File: src/rtl/barrel_shift_arbiter_pkg.sv
// Shared types and constants for the two-requester shift arbiter.
// Optional grant statistics are enabled with SHIFT_ARB_STATS_EN.
package barrel_shift_arbiter_pkg;

  localparam int DATA_W = 4;
  localparam int AMT_W  = 2;

  localparam logic LEFT  = 1'b0;
  localparam logic RIGHT = 1'b1;

  typedef enum logic [1:0] {
    IDLE,
    EXEC,
    RESP
  } state_e;

endpackage

File: src/rtl/barrel_shift_arbiter_if.sv
// Request/response bundle between two requesters, the arbiter
// and the result consumer.
interface barrel_shift_arbiter_if;
  import barrel_shift_arbiter_pkg::*;

  logic              req0_valid;
  logic              req0_ready;
  logic [DATA_W-1:0] req0_data;
  logic [AMT_W-1:0]  req0_amt;
  logic              req0_dir;

  logic              req1_valid;
  logic              req1_ready;
  logic [DATA_W-1:0] req1_data;
  logic [AMT_W-1:0]  req1_amt;
  logic              req1_dir;

  logic              rsp_valid;
  logic              rsp_ready;
  logic              rsp_id;
  logic [DATA_W-1:0] rsp_data;

  modport master (
    output req0_valid, req0_data, req0_amt, req0_dir,
    output req1_valid, req1_data, req1_amt, req1_dir,
    output rsp_ready,
    input  req0_ready, req1_ready,
    input  rsp_valid, rsp_id, rsp_data
  );

  modport slave (
    input  req0_valid, req0_data, req0_amt, req0_dir,
    input  req1_valid, req1_data, req1_amt, req1_dir,
    input  rsp_ready,
    output req0_ready, req1_ready,
    output rsp_valid, rsp_id, rsp_data
  );

endinterface

File: src/rtl/barrel_shifter.sv
// Combinational logical barrel shifter, zero fill in both
// directions.
module barrel_shifter
  import barrel_shift_arbiter_pkg::*;
(
  input  logic [DATA_W-1:0] data_i,
  input  logic [AMT_W-1:0]  amt_i,
  input  logic              dir_i,
  output logic [DATA_W-1:0] data_o
);

  always_comb begin
    data_o = '0;
    unique case (dir_i)
      LEFT:    data_o = data_i << amt_i;
      RIGHT:   data_o = data_i >> amt_i;
      default: data_o = '0;
    endcase
  end

endmodule

File: src/rtl/barrel_shift_arbiter.sv
// Two requesters share one barrel shifter: grant, execute, respond.
// SHIFT_ARB_STATS_EN adds saturating per-requester grant counters.
module barrel_shift_arbiter
  import barrel_shift_arbiter_pkg::*;
#(
  parameter bit PRIO_FIXED = 1'b0
) (
  input  logic clk,
  input  logic rst_n,
  barrel_shift_arbiter_if.slave bus
`ifdef SHIFT_ARB_STATS_EN
  ,
  output logic [7:0] grant_cnt0,
  output logic [7:0] grant_cnt1
`endif
);

  state_e            state_q, state_d;
  logic              ptr_q, ptr_d;
  logic [DATA_W-1:0] op_data_q, op_data_d;
  logic [AMT_W-1:0]  op_amt_q, op_amt_d;
  logic              op_dir_q, op_dir_d;
  logic              op_id_q, op_id_d;
  logic [DATA_W-1:0] rsp_data_q, rsp_data_d;
  logic              rsp_id_q, rsp_id_d;

  logic              grant;
  logic              pick;
  logic [DATA_W-1:0] sh_out;

  barrel_shifter u_shifter (
    .data_i (op_data_q),
    .amt_i  (op_amt_q),
    .dir_i  (op_dir_q),
    .data_o (sh_out)
  );

  always_comb begin
    state_d    = state_q;
    ptr_d      = ptr_q;
    op_data_d  = op_data_q;
    op_amt_d   = op_amt_q;
    op_dir_d   = op_dir_q;
    op_id_d    = op_id_q;
    rsp_data_d = rsp_data_q;
    rsp_id_d   = rsp_id_q;
    grant      = 1'b0;
    pick       = 1'b0;
    unique case (state_q)
      IDLE: begin
        if (bus.req0_valid || bus.req1_valid) begin
          grant = 1'b1;
          // ptr_q names the favoured requester on contention
          if (bus.req0_valid && bus.req1_valid)
            pick = PRIO_FIXED ? 1'b0 : ptr_q;
          else
            pick = bus.req1_valid;
          op_data_d = pick ? bus.req1_data : bus.req0_data;
          op_amt_d  = pick ? bus.req1_amt  : bus.req0_amt;
          op_dir_d  = pick ? bus.req1_dir  : bus.req0_dir;
          op_id_d   = pick;
          ptr_d     = ~pick;
          state_d   = EXEC;
        end
      end
      EXEC: begin
        rsp_data_d = sh_out;
        rsp_id_d   = op_id_q;
        state_d    = RESP;
      end
      RESP: begin
        if (bus.rsp_ready)
          state_d = IDLE;
      end
      default: state_d = IDLE;
    endcase
  end

  always_ff @(posedge clk or negedge rst_n) begin
    if (!rst_n) begin
      state_q    <= IDLE;
      ptr_q      <= 1'b0;
      op_data_q  <= '0;
      op_amt_q   <= '0;
      op_dir_q   <= 1'b0;
      op_id_q    <= 1'b0;
      rsp_data_q <= '0;
      rsp_id_q   <= 1'b0;
    end else begin
      state_q    <= state_d;
      ptr_q      <= ptr_d;
      op_data_q  <= op_data_d;
      op_amt_q   <= op_amt_d;
      op_dir_q   <= op_dir_d;
      op_id_q    <= op_id_d;
      rsp_data_q <= rsp_data_d;
      rsp_id_q   <= rsp_id_d;
    end
  end

  assign bus.req0_ready = grant & ~pick;
  assign bus.req1_ready = grant & pick;
  assign bus.rsp_valid  = (state_q == RESP);
  assign bus.rsp_data   = rsp_data_q;
  assign bus.rsp_id     = rsp_id_q;

`ifdef SHIFT_ARB_STATS_EN
  logic [7:0] grant_cnt0_q, grant_cnt0_d;
  logic [7:0] grant_cnt1_q, grant_cnt1_d;

  always_comb begin
    grant_cnt0_d = grant_cnt0_q;
    grant_cnt1_d = grant_cnt1_q;
    if (bus.req0_ready && grant_cnt0_q != 8'hFF)
      grant_cnt0_d = grant_cnt0_q + 8'd1;
    if (bus.req1_ready && grant_cnt1_q != 8'hFF)
      grant_cnt1_d = grant_cnt1_q + 8'd1;
  end

  always_ff @(posedge clk or negedge rst_n) begin
    if (!rst_n) begin
      grant_cnt0_q <= '0;
      grant_cnt1_q <= '0;
    end else begin
      grant_cnt0_q <= grant_cnt0_d;
      grant_cnt1_q <= grant_cnt1_d;
    end
  end

  assign grant_cnt0 = grant_cnt0_q;
  assign grant_cnt1 = grant_cnt1_q;
`endif

endmodule

File: src/flat_wrapper.sv
// flat-port wrapper written by rule: the top's interface ports become plain ports
module barrel_shift_arbiter_flat import barrel_shift_arbiter_pkg::*;
#(
  parameter bit PRIO_FIXED = 1'b0
)
  (clk, rst_n, bus_req0_valid, bus_req0_data, bus_req0_amt, bus_req0_dir, bus_req1_valid, bus_req1_data, bus_req1_amt, bus_req1_dir, bus_rsp_ready, bus_req0_ready, bus_req1_ready, bus_rsp_valid, bus_rsp_id, bus_rsp_data);
  barrel_shift_arbiter_if bus_i ();
  input  logic clk;
  input  logic rst_n;
  input wire logic [$bits(bus_i.req0_valid)-1:0] bus_req0_valid;
  input wire logic [$bits(bus_i.req0_data)-1:0] bus_req0_data;
  input wire logic [$bits(bus_i.req0_amt)-1:0] bus_req0_amt;
  input wire logic [$bits(bus_i.req0_dir)-1:0] bus_req0_dir;
  input wire logic [$bits(bus_i.req1_valid)-1:0] bus_req1_valid;
  input wire logic [$bits(bus_i.req1_data)-1:0] bus_req1_data;
  input wire logic [$bits(bus_i.req1_amt)-1:0] bus_req1_amt;
  input wire logic [$bits(bus_i.req1_dir)-1:0] bus_req1_dir;
  input wire logic [$bits(bus_i.rsp_ready)-1:0] bus_rsp_ready;
  output wire logic [$bits(bus_i.req0_ready)-1:0] bus_req0_ready;
  output wire logic [$bits(bus_i.req1_ready)-1:0] bus_req1_ready;
  output wire logic [$bits(bus_i.rsp_valid)-1:0] bus_rsp_valid;
  output wire logic [$bits(bus_i.rsp_id)-1:0] bus_rsp_id;
  output wire logic [$bits(bus_i.rsp_data)-1:0] bus_rsp_data;
  assign bus_i.req0_valid = bus_req0_valid;
  assign bus_i.req0_data = bus_req0_data;
  assign bus_i.req0_amt = bus_req0_amt;
  assign bus_i.req0_dir = bus_req0_dir;
  assign bus_i.req1_valid = bus_req1_valid;
  assign bus_i.req1_data = bus_req1_data;
  assign bus_i.req1_amt = bus_req1_amt;
  assign bus_i.req1_dir = bus_req1_dir;
  assign bus_i.rsp_ready = bus_rsp_ready;
  assign bus_req0_ready = bus_i.req0_ready;
  assign bus_req1_ready = bus_i.req1_ready;
  assign bus_rsp_valid = bus_i.rsp_valid;
  assign bus_rsp_id = bus_i.rsp_id;
  assign bus_rsp_data = bus_i.rsp_data;
  barrel_shift_arbiter #(.PRIO_FIXED(PRIO_FIXED)) u_core (.clk(clk), .rst_n(rst_n), .bus(bus_i));
endmodule
File: config.mk
export PLATFORM = sky130hd
export DESIGN_NAME = barrel_shift_arbiter_flat
export DESIGN_NICKNAME = d
export VERILOG_FILES = /design/src/rtl/barrel_shift_arbiter_pkg.sv /design/src/rtl/barrel_shift_arbiter_if.sv /design/src/rtl/barrel_shifter.sv /design/src/rtl/barrel_shift_arbiter.sv /design/src/flat_wrapper.sv
export SDC_FILE = /design/constraint.sdc
export NUM_CORES = 1
export LEC_CHECK = 0
export ABC_CLOCK_PERIOD_IN_PS = 1300
export BUFFER_PORTS_ARGS = -buffer_cell sky130_fd_sc_hd__buf_2
export CORE_MARGIN = 8
export CORE_UTILIZATION = 43
export DETAILED_ROUTE_END_ITERATION = 16
export PLACE_DENSITY = 0.74
export REMOVE_ABC_BUFFERS = 1
export SLEW_MARGIN = 20
export SYNTH_ARGS = -nofsm -noshare
export SYNTH_HDL_FRONTEND = slang
export SYNTH_SLANG_ARGS = --single-unit
File: constraint.sdc
create_clock -name clk -period 1.3 [get_ports clk]
set_clock_uncertainty 0.15 [all_clocks]
set_input_delay 0.065 -clock clk [delete_from_list [all_inputs] [get_ports clk]]
set_output_delay 0.065 -clock clk [all_outputs]
set_load 0.05 [all_outputs]
; Yosys cells after proc, flatten, opt, wreduce, memory -nomap -nowiden
; Index checks and enable logic that the tools add are counted.
[totals]
register_bits = 16
latchBits = 0
ram_bits = 0
rom_bits = 0
out_inout_bits = 8
wordCells = 38
n_memories = 0
[classes]
addsub = 0
mul = 0
n_div = 0
n_lt_le_gt_ge = 0
n_eq_ne = 4
shift = 2
n_mux = 14
bitwise_logic = 5
reduce_logical = 5
[op_table]
columns = op, n
row1 = $mux 1, 8
row2 = $pmux 4 s2, 1
row3 = $mux 2, 3
row4 = $pmux 2 s3, 1
row5 = $mux 4, 1
row6 = $reduce_and 2->1, 2
row7 = $shl 4x2->4, 1
row8 = $shr 4x2->4, 1
row9 = $not 1->1, 3
row10 = $and 1x1->1, 2
row11 = $eq 2x1->1 const B, 1
row12 = $eq 2x2->1 const B, 1
row13 = $logic_not 2->1, 1
row14 = $ne 2x1->1 const B, 1
row15 = $ne 2x2->1 const B, 1
row16 = $logic_and 1x1->1, 1
row17 = $logic_or 1x1->1, 1

; Longest topological paths before layout
[logic_depth]
ltp_word = 8
mapped_depth = 4
mapped_depth_nobuf = 3

; By module
; From an unflattened synthesis, not the netlist that was laid out.
[hier_totals]
hier_cells = 92
hier_area_um2 = 917.1
[by_module_without_submodules]
columns = module, instances, cells_each, area_each_um2, seq_area_each_um2
row1 = barrel_shift_arbiter, 1, 69, 743.2, 400.4
row2 = barrel_shifter, 1, 23, 173.9, 0.0

; Worst setup path after synthesis
; No wires, ideal clock.
[synth_path]
path_kind = reg-to-reg
start = register u_core.state_q[0]
end = register u_core.op_amt_q[0]
setup_ns = 0.066
arrival_time_ns = 1.309
required_ns = 1.084
slack_ns = -0.226
stages_incl_launch_ff = 5
path_buffers = 1
period_less_slack_ns = 1.526
path_cell_list = dfrtp_1 nor2_2 and3_1 buf_2 a221o_1
[synth_between]
elab_chain_len = 2
[synth_rtl]
columns = element, line_no
row1 = start: declaration, barrel_shift_arbiter.sv:18  ; state_e state_q, state_d;
row2 = start signal: assignment, barrel_shift_arbiter.sv:90  ; state_q <= state_d;
row3 = $logic_not 2->1, barrel_shift_arbiter.sv:49  ; unique case (state_q)
row4 = $reduce_and 2->1 (no line), -
row5 = end signal: assignment, barrel_shift_arbiter.sv:93  ; op_amt_q <= op_amt_d;
row6 = end: declaration, barrel_shift_arbiter.sv:21  ; logic [AMT_W-1:0] op_amt_q, op_amt_d;
; Every way passes these cells.
; A chain may end at the register's enable or synchronous reset.

; Worst setup path after layout
[layout_path]
start = register u_core.state_q[1]
end = output bus_req0_ready
[layout_between]
elab_chain_len = 4
word_cells_on_any_way = 5
classes_between = 2 x mux / 2 x bitwise / 1 x reduce/logical
[layout_rtl]
columns = element, line_no
row1 = $logic_not 2->1 (*), barrel_shift_arbiter.sv:49
row2 = $mux 1, barrel_shift_arbiter.sv:49
row3 = $not 1->1, barrel_shift_arbiter.sv:101  ; assign bus.req0_ready = grant & ~pick;
row4 = $and 1x1->1 (*), barrel_shift_arbiter.sv:101
row5 = end: declaration, flat_wrapper.sv:19  ; output wire logic [$bits(bus_i.req0_ready)-1:0] bus_req0_ready;
; Mark *: on every way between the ends. The rest lies on a longest branch, timed or not.

==> results.txt <==
- Number of max-slew violations in the final report: 0
- The layout has ~140 filler cells.
- Compared with the post-synthesis result, the final layout area differs by 63.1%.
* Highest Clock Rate: 0.663 GHz
- The initial antenna violation count came to 0.
* Yosys warning total: 0
- In the final routed layout, each cell accounts on average for around 17 um.
* Worst Path Required: approximately 1100 ps
- Via count of the first global-routing pass: between 800 and 900
* CTS Buf Count: 3
- The congestion estimate from routability-driven global placement came to between 0.7 and 0.8.
- Cell with the largest stage delay on the worst path: dfrtp_1
- Family of cells with the greatest summed delay on the critical path: flip-flops
* Clock transition at the register clock pins on the worst setup and hold paths after CTS: about 90 ps
- TritonCTS built the clock tree.
* Setup repair after global routing missed its margin: true
- Total routed wirelength: approximately 2700 um
* Post-synthesis cell area: 828 um^2
- The most used flip-flop cell after synthesis is dfrtp_1.
- I/O Buffers: 26
* Share of synthesized area occupied by flip-flops and latches: about half
- STA classifies the critical path startpoint as a register.
- Transition time at the pin with the least slew margin: roughly 370 ps
- STA puts the critical path data arrival time at between 1000 and 1500 ps.
* Category of the critical setup timing path: reg -> out
* Synth top area cells: dfrtp_1 48%, a221o_1 8.5%, a21boi_0 5.4%
- Relative slew slack: about three quarters
- Counting I/O delays and the setup requirement, the final critical path takes between 1500 and 2000 ps.
* DRT antenna net count: 0
- Detailed placement finished with a half-perimeter wire length of between 1000 and 1500 um.
- Wire length of the first global-routing pass: about 4000 um
* Post-synthesis sequential element count: 16
* Hold WC Path Type: in -> async
- Cell at the root of the clock tree: clkbuf_4
- Area of placed instances: roughly 0.0010 mm^2
- The floorplan step set the die width to 59.9 um.
* Cells after synthesis: 75
- Excluding fillers, the count of instances in the completed layout stands at about 160.
* Setup violation total in the final timing report: 16
* Global router's overall resource usage: 14.7%
* Max clock buf depth: 2
- Leaving out fill and tap cells, the most frequent cell in the layout is buf_2.
* Maximum capacitance violations: 0
- The final-report hold violation count came to 0.
* Placeable Area: around 0.0019 mm^2
* FP Rows: 16
* Final worst-path setup slack: -208 ps
- Static Leak: around 0.64 nW
- The worst setup path is captured at a primary output.
- Entering global routing, the biggest net connects 17 pins.
* Ordered cell list for the critical path: nor2_4 > buf_6 > and3_4 > buf_8
- Placed cells: 130
- In the routed design, unresolved DRC markers number 0.
- Pin placement for this block handled 27 I/O pins.
* Layout cell share with drive strength beyond 1: ~43%
* Maximum fanout along the worst path: 3
* Iteration-0 DRC count of the detailed router: 18
- Largest vdd supply drop: 1.74 mV
- Failing checks: setup timing
* Summed negative setup slack over all endpoints: -1760 ps
- Across the whole layout, storage elements account for about 400 um^2.
- Post-route standard cell area excluding fillers: about 0.0014 mm^2
* Post-layout net count: 150
* Area of the multi-input gates: 437 um^2
* Worst-skew pair later-pin latency: roughly 280 ps
- The initial utilization of the core area, before any placement, comes to 44.0%.
- Counting every sink on the clock net gives 16.
- Each instance of the synthesized netlist takes up on average 11.0 um^2.
* Overflow left after global routing: 0
- 0 antenna diodes ended up in the layout.
- The biggest area contributor in the post-synthesis netlist is dfrtp_1.
* Bufs and invs on worst path: 2
- In the synthesized netlist the async set-or-reset flop fraction comes to 100%.
* Floorplan die area: between 0.003 and 0.004 mm^2
- Vias after detailed routing: 835
* Number of H-tree levels: 1
* Y dimension of the die: 59.9 um
- The run finished, with violations left.
- Top library cells by usage in the layout, fill and taps aside: 23 x buf_2, 16 x dlygate4sd3_1, 14 x dfrtp_1
* Drt pass-1 iters: 4
- After detailed routing, the number of vias per cell comes to 5.35.
- Proportion of netlist area held by the largest area contributor: 48.3%
* Final worst path period share: 116%
- Yosys mapped a number of flops with a built-in enable equal to 0.
* Total power divided by cell area: ~2400 mW/mm^2
* Delay of the slowest cell on the worst path: around 420 ps
- Number of unique standard cell types used by synthesis: 29
- Worst setup timing slack at the placement stage: -122 ps
-- metrics by stage --
step,total power [mW],utilization [%],hold WS (ps)
5_1_grt,3.41,71.8,87.1
3_5_place_dp,2.44,53.9,-148
4_1_cts,3.02,68.9,82.2
2_1_floorplan,1.96,-,-381
6_report,3.21,71.8,68.4
3_3_place_gp,2.40,53.9,-156
-- layout make-up --
| type | instances | share of cell area [%] |
|---|---|---|
| Multi-Input combinational cell | 51 | 32.3 |
| Tap cell | 27 | 2.50 |
| Clock buffer | 3 | 1.67 |
| Timing Repair Buffer | 56 | 32.9 |
| Sequential cell | 16 | 29.8 |
| Inverter | 3 | 0.833 |
-- power breakdown --
part / internal (mW) / total (mW) / switching (mW)
clock: 0.107 / 0.262 / 0.155
combinational: 0.984 / 1.96 / 0.973
sequential: 0.735 / 0.992 / 0.257
-- Yosys cell counts (2+ instances only) --
library cell	number
inv_1	3
dfrtp_1	16
o21ai_0	2
nand3b_1	3
nand2b_1	6
buf_2	3
a22oi_1	4
a21oi_1	2
a21boi_0	6
a221o_1	7
nand2_1	3
mux2_2	2
a21o_1	2
-- per-layer routing --
metal | vias to the layer above | part of all wire, % | track usage (%)
li1 | 392 | - | -
met1 | 401 | 39 | 14.8
met2 | 34 | 50 | 25.7
met3 | 8 | 8.1 | 6.45
met4 | 0 | 2.7 | 6.12
met5 | - | 0 | 0
-- repair_timing --
action                                  CTS  global route
hold buffers                             16             0
endpoints found under the setup margin   16            17
gates cloned                              0             0
gates resized for setup                  19             9
pin swaps                                 3            10
endpoints found under the hold margin    24             0
buffers inserted                          5             3
-- registers in the layout, indices dropped and copies added (netlist names) --
name,cells
u_core.state_q,2
u_core.op_amt_q,2
u_core.op_data_q,4
u_core.op_id_q,1
u_core.ptr_q,1
u_core.op_dir_q,1
u_core.bus.rsp_id,1
u_core.bus.rsp_data,4
-- logic make-up (layout without fill, tap and decap cells) --
logic type,Yosys count,in the layout,synth area share [%]
AO/OA/AOI/OAI,28,28,26.7
flip-flops,16,16,48.3
multiplexers,4,4,5.29
AND/OR/NAND/NOR,19,19,14.7
buffers and inverters,8,62,4.98
-- path summary, 6_finish.rpt --
path / from / endpoint / slack, ps / cells past startpoint
min: rst_n / u_core.bus.rsp_data[1] / 70 / 2
min in group clk: bus_req1_valid / u_core.op_amt_q[0] / 150 / 3
max: u_core.state_q[1] / bus_req0_ready / -210 / 4
max reg2reg: u_core.ptr_q / u_core.op_data_q[3] / -200 / 4
max in group asynchronous: rst_n / u_core.op_dir_q / 640 / 2
min reg2reg: u_core.bus.rsp_id / u_core.bus.rsp_id / 360 / 1
(Power assumes the default switching activity.)
